**src/rtl/fifo_lane_unpacker.sv**
```systemverilog
// Drains a first-word-fall-through FIFO and emits each wide word as RATIO narrow
// lanes on a valid/ready stream, one lane per clock with no bubble between words.
module fifo_lane_unpacker #(
    parameter int DW_IN     = 64,
    parameter int DW_OUT    = 16,
    parameter bit LSB_FIRST = 1'b1
) (
    input  logic              clk,
    input  logic              rst,
    input  logic [DW_IN-1:0]  fifo_dout,
    input  logic              fifo_empty,
    output logic              fifo_rd,
    input  logic              flush,
    output logic [DW_OUT-1:0] m_data,
    output logic              m_valid,
    input  logic              m_ready,
    output logic              m_last,
    output logic              busy,
    output logic              dbg_state
);

    localparam int RATIO = DW_IN / DW_OUT;
    localparam int IW    = (RATIO > 1) ? $clog2(RATIO) : 1;

    generate
        if (!(RATIO == 2 || RATIO == 4 || RATIO == 8) || (RATIO * DW_OUT != DW_IN)) begin : g_bad_cfg
            $error("fifo_lane_unpacker: DW_IN must equal RATIO*DW_OUT with RATIO in {2,4,8}");
        end
    endgenerate

    // Valid/ready: a lane transfers on any rising clk edge where m_valid && m_ready;
    // while m_valid is high and m_ready low, m_data/m_last/m_valid do not change.
    typedef enum logic {
        S_EMPTY  = 1'b0,
        S_LOADED = 1'b1
    } state_t;

    state_t              r_state;
    logic [DW_IN-1:0]    r_word;
    logic [IW-1:0]       r_lane_idx;
    logic [DW_OUT-1:0]   r_m_data;
    logic                r_m_valid;
    logic                r_m_last;

    logic [DW_OUT-1:0]   w_cur_lane [RATIO];
    logic [DW_OUT-1:0]   w_new_lane0;
    logic [IW-1:0]       w_next_idx;
    logic                w_accept;
    logic                w_rd;

    genvar g;
    generate
        for (g = 0; g < RATIO; g++) begin : g_lane
            if (LSB_FIRST) begin : g_lsb
                assign w_cur_lane[g] = r_word[g*DW_OUT +: DW_OUT];
            end else begin : g_msb
                assign w_cur_lane[g] = r_word[DW_IN-(g+1)*DW_OUT +: DW_OUT];
            end
        end
        if (LSB_FIRST) begin : g_new_lsb
            assign w_new_lane0 = fifo_dout[DW_OUT-1:0];
        end else begin : g_new_msb
            assign w_new_lane0 = fifo_dout[DW_IN-1 -: DW_OUT];
        end
    endgenerate

    assign w_next_idx = r_lane_idx + IW'(1);
    assign w_accept   = r_m_valid & m_ready;
    // Pop only when a word slot is free: nothing held, or the last lane leaves now.
    assign w_rd       = !rst && !flush && !fifo_empty &&
                        ((r_state == S_EMPTY) || (w_accept && r_m_last));

    always_ff @(posedge clk) begin
        if (rst) begin
            r_state    <= S_EMPTY;
            r_word     <= '0;
            r_lane_idx <= '0;
            r_m_data   <= '0;
            r_m_valid  <= 1'b0;
            r_m_last   <= 1'b0;
        end else if (flush) begin
            r_state    <= S_EMPTY;
            r_lane_idx <= '0;
            r_m_valid  <= 1'b0;
            r_m_last   <= 1'b0;
        end else if (w_rd) begin
            r_word     <= fifo_dout;
            r_m_data   <= w_new_lane0;
            r_m_valid  <= 1'b1;
            r_m_last   <= 1'b0;
            r_lane_idx <= '0;
            r_state    <= S_LOADED;
        end else if (r_state == S_EMPTY) begin
            r_m_valid  <= 1'b0;
        end else if (w_accept) begin
            if (!r_m_last) begin
                r_lane_idx <= w_next_idx;
                r_m_data   <= w_cur_lane[w_next_idx];
                r_m_last   <= (w_next_idx == IW'(RATIO - 1));
            end else begin
                r_m_valid  <= 1'b0;
                r_m_last   <= 1'b0;
                r_state    <= S_EMPTY;
            end
        end
    end

    assign fifo_rd   = w_rd;
    assign m_data    = r_m_data;
    assign m_valid   = r_m_valid;
    assign m_last    = r_m_last;
    assign busy      = r_m_valid | (r_state == S_LOADED);
    assign dbg_state = (r_state == S_LOADED);

endmodule

```
**config.mk**
```make
export PLATFORM = sky130hd
export DESIGN_NAME = fifo_lane_unpacker
export DESIGN_NICKNAME = d
export VERILOG_FILES = /design/src/rtl/fifo_lane_unpacker.sv
export SDC_FILE = /design/constraint.sdc
export NUM_CORES = 1
export LEC_CHECK = 0
export BUFFER_PORTS_ARGS = -buffer_cell sky130_fd_sc_hd__buf_2
export CAP_MARGIN = 20
export CORE_UTILIZATION = 40
export CTS_CLUSTER_SIZE = 8
export DETAILED_ROUTE_END_ITERATION = 8
export PLACE_DENSITY = 0.6
export SLEW_MARGIN = 20
export SYNTH_ARGS = -nofsm -noshare
export SYNTH_HDL_FRONTEND = slang
export SYNTH_SLANG_ARGS = --single-unit
```
**constraint.sdc**
```tcl
create_clock -name clk -period 2.4 [get_ports clk]
set_input_delay 0.12 -clock clk [delete_from_list [all_inputs] [get_ports clk]]
set_output_delay 0.12 -clock clk [all_outputs]
set_load 0.02 [all_outputs]
```
==> reports/metrics.cfg, run 1 <==
[logic_synthesis]
syn_avg_cell_area_sq_um=8.98
yosysWarnings=0
syn-cell-area_sq_mm=0.00358
synth_seq_area_share_pct=47.6
synth.area.top_cells=dfxtp_1 48%, nand2_1 15%, mux4_2 10%
ys_ff_latch=85
synth_top_cell_area_share_pct=47.6
ys_types=25
syn_inst=398
yosys.area.top_type=dfxtp_1
synth_fp_nets=468

[timing]
rsz0062_at_grt=no
tns_ns=0
finalCritPeriodShare_pct=77.5
setup_slack_ns=0.540
worst_pin_slew_ns=0.930
fmax_mhz=538
setup_viol=0
slew_headroom_pct=38.0
clock_skew_ns=0.0150
hold_viol_final=0
slew_viol_final=0
layout_min_cycle_time_ns=1.86

[finish]
syn_to_final_growth_pct=23.1
final_cell_mix=146 x nand2_1, 89 x buf_2, 85 x dfxtp_1
nets=560
design_area_sq_mm=0.00440
drive_above_1_share_pct=29.3
n_antenna_cell=0
utilization_pct=50.7
fill_cells=874
final_common_cell=nand2_1

[drt]
wl_um=8430
wire_per_inst_um=14.0
vias_per_cell=5.02
first_pass_iters=4
vias=3027
ant_nets=0
drc=0
drtIter0Drc=214

[die]
die_x_um=96.6
die_height_um=96.6
num_rows=34
die-area_sq_mm=0.00932
start_util_pct=41.2
io_pins=90
core-area_sq_mm=0.00868

[outcome]
status=finished clean

[grt]
grt_overflow=0
antenna_found_initial=0
grt_max_degree=82
grt_usage_pct=18.9
grt_pass1_vias=2683
grt_pass1_wl_um=13200

[placement]
post_dp_cell_area_sq_mm=0.00403
gp_congestion=0.738
dp_hpwl_um=5690
portBuffers=89
pre_cts_ws_ns=0.564

[clock_network]
cts_inserted_buffers=9
cts_max_level=3
clk_path_buf_depth=2
cts_resized=0
cts_tree=done
path_clk_slew_ns=0.09
cts_root_buf=clkbuf_8
clkLatencyLatePin_ns=0.35
clkSinkCount=85

[critical_path]
end_kind=register
crit_arrival_ns=2.12
cp-start-kind=register
crit_required_ns=2.66
worstPathMaxFanout=32
crit_type=register to register

[pwr]
powerDensity_mw_per_mm2=638
p_leak_uw=0.00168
peakVddDrop_mv=0.288

[worst_hold_path]
hold_path.class=input port to register

[run]
drv_cap=0

state kept, by name (all words and copies together), names as in the netlist:
name / count
m_last: 1
m_valid: 1
m_data: 16
r_word: 64
r_lane_idx: 2
dbg_state: 1
per-layer routing:
layer	global-route usage (%)	vias to the layer above	share of wire [%]
li1	-	1538	-
met1	29.8	1415	54
met2	25.1	65	41
met3	3.05	9	4.2
met4	6.99	0	1.3
met5	0	-	0
synth_stat cells, drive strengths merged:
library cell,number
a21bo,1
o21a,2
mux4,16
clkbuf,16
a311oi,16
or3,1
or2,1
xnor2,1
buf,16
ha,1
nor3b,1
nand2,146
dfxtp,85
nor2,20
a21oi,65
o41ai,1
nand3,2
a211oi,2
inv,3
nor3,1
or4,1
power by group:
part	internal [uW]	switching (uW)
Clock	540	490
Sequential	1460	29.1
Combinational	131	159
Total	2130	678
worst paths after layout:
| path | from | slack (ns) | end | depth (start not counted) |
|---|---|---|---|---|
| worst min register to register | r_word[60] | 0.46 | r_word[60] | 2 |
| worst max-delay path | dbg_state | 0.54 | m_data[2] | 5 |
| worst max register to register | dbg_state | 0.54 | m_data[2] | 5 |
| worst min-delay path | fifo_dout[16] | 0.005 | r_word[16] | 3 |
critical path, cell delays in order (launching register included):
cell,delay [ns]
dfxtp_1,0.37
or4_4,0.56
o41ai_4,0.06
buf_4,0.41
nor2_1,0.10
a311oi_2,0.25
layout make-up:
| cell class | count | area (sq um) | share of cell area (%) |
|---|---|---|---|
| Multi-Input combinational cell | 278 | 1670 | 38.0 |
| Clock buffer | 13 | 159 | 3.61 |
| Timing Repair Buffer | 113 | 681 | 15.5 |
| Tap cell | 108 | 135 | 3.07 |
| Clock inverter | 3 | 43.8 | 0.995 |
| Inverter | 3 | 11.3 | 0.256 |
| Sequential cell | 85 | 1700 | 38.6 |
logic make-up after synthesis:
group | Yosys count | share of synthesized area (%)
DFF | 85 | 47.6
adders and majority gates | 1 | 0.350
muxes | 16 | 10.1
buffers and inverters | 35 | 5.67
xor gates and xnor gates | 1 | 0.245
AOI/OAI and AO/OA | 87 | 17.4
and+or+nand+nor | 173 | 18.7
stage by stage:
stage          hold slack (ns)  cells  total power [uW]
4_1_cts                0.00162    603              2830
2_1_floorplan            0.205    398              1690
5_1_grt                0.00493    603              2920
3_3_place_gp             0.363    570              1790
3_5_place_dp             0.366    570              1790
6_report               0.00471    603              2810
repair_timing:
item,CTS,global route
endpoints found under the hold margin,17,0
setup endpoints to repair,0,0
hold buffers,17,0
buffers inserted,0,0
No activity file was read; power rests on OpenSTA's default activity.
==> inputs of run 2 (changes only) <==
clock period = 1.8 ns   (was 2.4 ns; I/O delays follow)
==> run 2 against run 1 <==
Effect of this change: worst setup slack lost 0.41 ns; critical path depth is the same; die area is the same; final area grew 8.9%; fmax grew 11%; sequential share of layout area shrank 3.1 points; non-clock buffer count grew 33; flip-flop and latch count is the same.
==> reports/metrics.cfg, run 2 (synthesized netlist as in run 1, its figures left out) <==
[drt]
drc=0  ; unchanged
ant_nets=0  ; unchanged
vias=3199  ; was 3027
wire_per_inst_um=14.2  ; was 14.0 um
drtIter0Drc=290  ; was 214
wl_um=9030  ; was 8430 um
first_pass_iters=4  ; unchanged
vias_per_cell=5.03  ; was 5.02

[worst_hold_path]
holdPathStages=3  ; unchanged
hold_path.class=input port to register  ; unchanged

[placement]
gp_congestion=0.753  ; was 0.738
dp.cells=574  ; was 570
portBuffers=89  ; unchanged
dp_hpwl_um=5850  ; was 5690 um

[clock_network]
cts_root_buf=clkbuf_8  ; unchanged
clkSinkCount=85  ; unchanged
clk_path_buf_depth=2  ; unchanged
clkLatencyLatePin_ns=0.34  ; was 0.35 ns
cts_tree=done  ; unchanged
cts_inserted_buffers=9  ; unchanged
cts_max_level=3  ; unchanged
path_clk_slew_ns=0.08  ; was 0.09 ns

[critical_path]
crit_type=register to register  ; unchanged
cp-start-kind=register  ; unchanged
worstPathCellList=or4_4 > o41ai_4 > buf_12 > nor2_1 > a311oi_2  ; was or4_4 > o41ai_4 > buf_4 > nor2_1 > a311oi_2
end_kind=register  ; unchanged
worstPathMaxFanout=32  ; unchanged
crit_required_ns=2.05  ; was 2.66 ns
slowest_stage=or4_4  ; unchanged
r2r_cells=5  ; unchanged
crit_arrival_ns=1.92  ; was 2.12 ns
cpPeakStageDelay_ns=0.56  ; about the same

[finish]
regArea_sq_mm=0.00170  ; about the same
syn_to_final_growth_pct=34.0  ; was 23.1%
multi_input_area_sq_mm=0.00167  ; unchanged
n_antenna_cell=0  ; unchanged
fin_cells=636  ; was 603
final_cell_mix=146 x nand2_1, 89 x buf_2, 84 x dfxtp_1  ; was 146 x nand2_1, 89 x buf_2, 85 x dfxtp_1
final_common_cell=nand2_1  ; unchanged
largest_register_ffs=64  ; unchanged
nets=593  ; was 560
fill_cells=862  ; was 874
drive_above_1_share_pct=28.6  ; was 29.3%
regMostFlops=r_word  ; unchanged

[die]
num_rows=34  ; unchanged
die-area_sq_mm=0.00932  ; unchanged
start_util_pct=41.2  ; unchanged
die_x_um=96.6  ; unchanged
core-area_sq_mm=0.00868  ; unchanged
die_height_um=96.6  ; unchanged
io_pins=90  ; unchanged

[timing]
slew_headroom_pct=39.0  ; was 38.0%
tns_ns=0  ; unchanged
rsz0062_at_grt=no  ; unchanged
finalCritPeriodShare_pct=92.9  ; was 77.5%
setup_viol=0  ; unchanged
clock_skew_ns=0.00777  ; was 0.0150 ns
hold_viol_final=0  ; unchanged
slew_viol_final=0  ; unchanged
fmax_mhz=598  ; was 538 MHz
worst_pin_slew_ns=0.915  ; was 0.930 ns
layout_min_cycle_time_ns=1.67  ; was 1.86 ns

[grt]
use_met3_pct=2.97  ; was 3.05%
grt_usage_pct=19.8  ; was 18.9%
busiest_layer=met2  ; was met1
grt_overflow=0  ; unchanged
antenna_found_initial=0  ; unchanged
met1_usage_pct=28.9  ; was 29.8%
grt_pass1_wl_um=13800  ; was 13200 um
grtUsageMet2_pct=29.7  ; was 25.1%
grt_pass1_vias=2837  ; was 2683
grt_max_degree=82  ; unchanged

[pwr]
powerDensity_mw_per_mm2=817  ; was 638 mW/mm^2
p_leak_uw=0.00185  ; was 0.00168 uW
peakVddDrop_mv=0.369  ; was 0.288 mV

[outcome]
status=finished clean  ; unchanged

[run]
drv_cap=0  ; unchanged

run 2: changes by cell type in the layout (fill, tap and decap cells not counted):
cell | previous run | this run
inv_2 | 1 | 0
clkbuf_8 | 11 | 10
inv_8 | 0 | 1
dfxtp_1 | 85 | 84
buf_12 | 1 | 4
dlygate4sd3_1 | 17 | 47
clkinvlp_4 | 0 | 1
clkinv_2 | 1 | 2
dfxtp_2 | 0 | 1
clkbuf_1 | 2 | 0
bufinv_16 | 1 | 2
run 2: power by group:
part / internal (uW) / switching [uW] / total [uW]
clock: 817 / 667 / 1480
sequential: 1950 / 38.4 / 1980
combinational: 224 / 225 / 449
run 2: through the flow:
step	setup slack (ns)	hold slack (ns)	total power [uW]	utilization (%)	area, sq um
finish	0.129	0.00789	3920	55.2	4790
detailed placement	0.154	0.337	2400	47.2	4100
floorplan	0.00389	0.175	2250	-	3600
global placement	0.212	0.332	2390	47.2	4100
CTS	0.0116	0.00185	3940	55.3	4800
global route	0.0394	0.0122	4080	55.2	4790
run 2: routing by layer:
layer / vias to the layer above / part of all wire, %
li1: 1609 / -
met1: 1485 / 48
met2: 95 / 45
met3: 10 / 6.0
met4: 0 / 1.2
met5: - / 0
run 2: cell type report:
type	count	area share, %
multi-input combinational	278	34.9
tap	108	2.82
timing repair buffer	146	21.7
clock inverter	6	1.80
clock buffer	10	2.87
sequential	85	35.5
inverter	3	0.392
run 2: path summary, 6_finish.rpt:
kind / startpoint / end / slack, ns
min: fifo_dout[44] / r_word[44] / 0.008
max: dbg_state / m_data[8] / 0.13
min reg2reg: r_word[24] / r_word[24] / 0.46
max reg2reg: dbg_state / m_data[8] / 0.13
run 2: worst max-delay path: cells and delay by family, from the launching register on:
| kind | cells | cell delay [ns] |
|---|---|---|
| flip-flops | 1 | 0.37 |
| AND/OR/NAND/NOR | 2 | 0.63 |
| buffers and inverters | 1 | 0.25 |
| AO/OA/AOI/OAI | 2 | 0.32 |
run 2: repair_timing:
action / CTS / global route
endpoints found under the setup margin: 1 / 1
buffers inserted: 0 / 0
hold endpoints to repair: 46 / 0
hold buffers: 47 / 0
gates resized for setup: 3 / 1
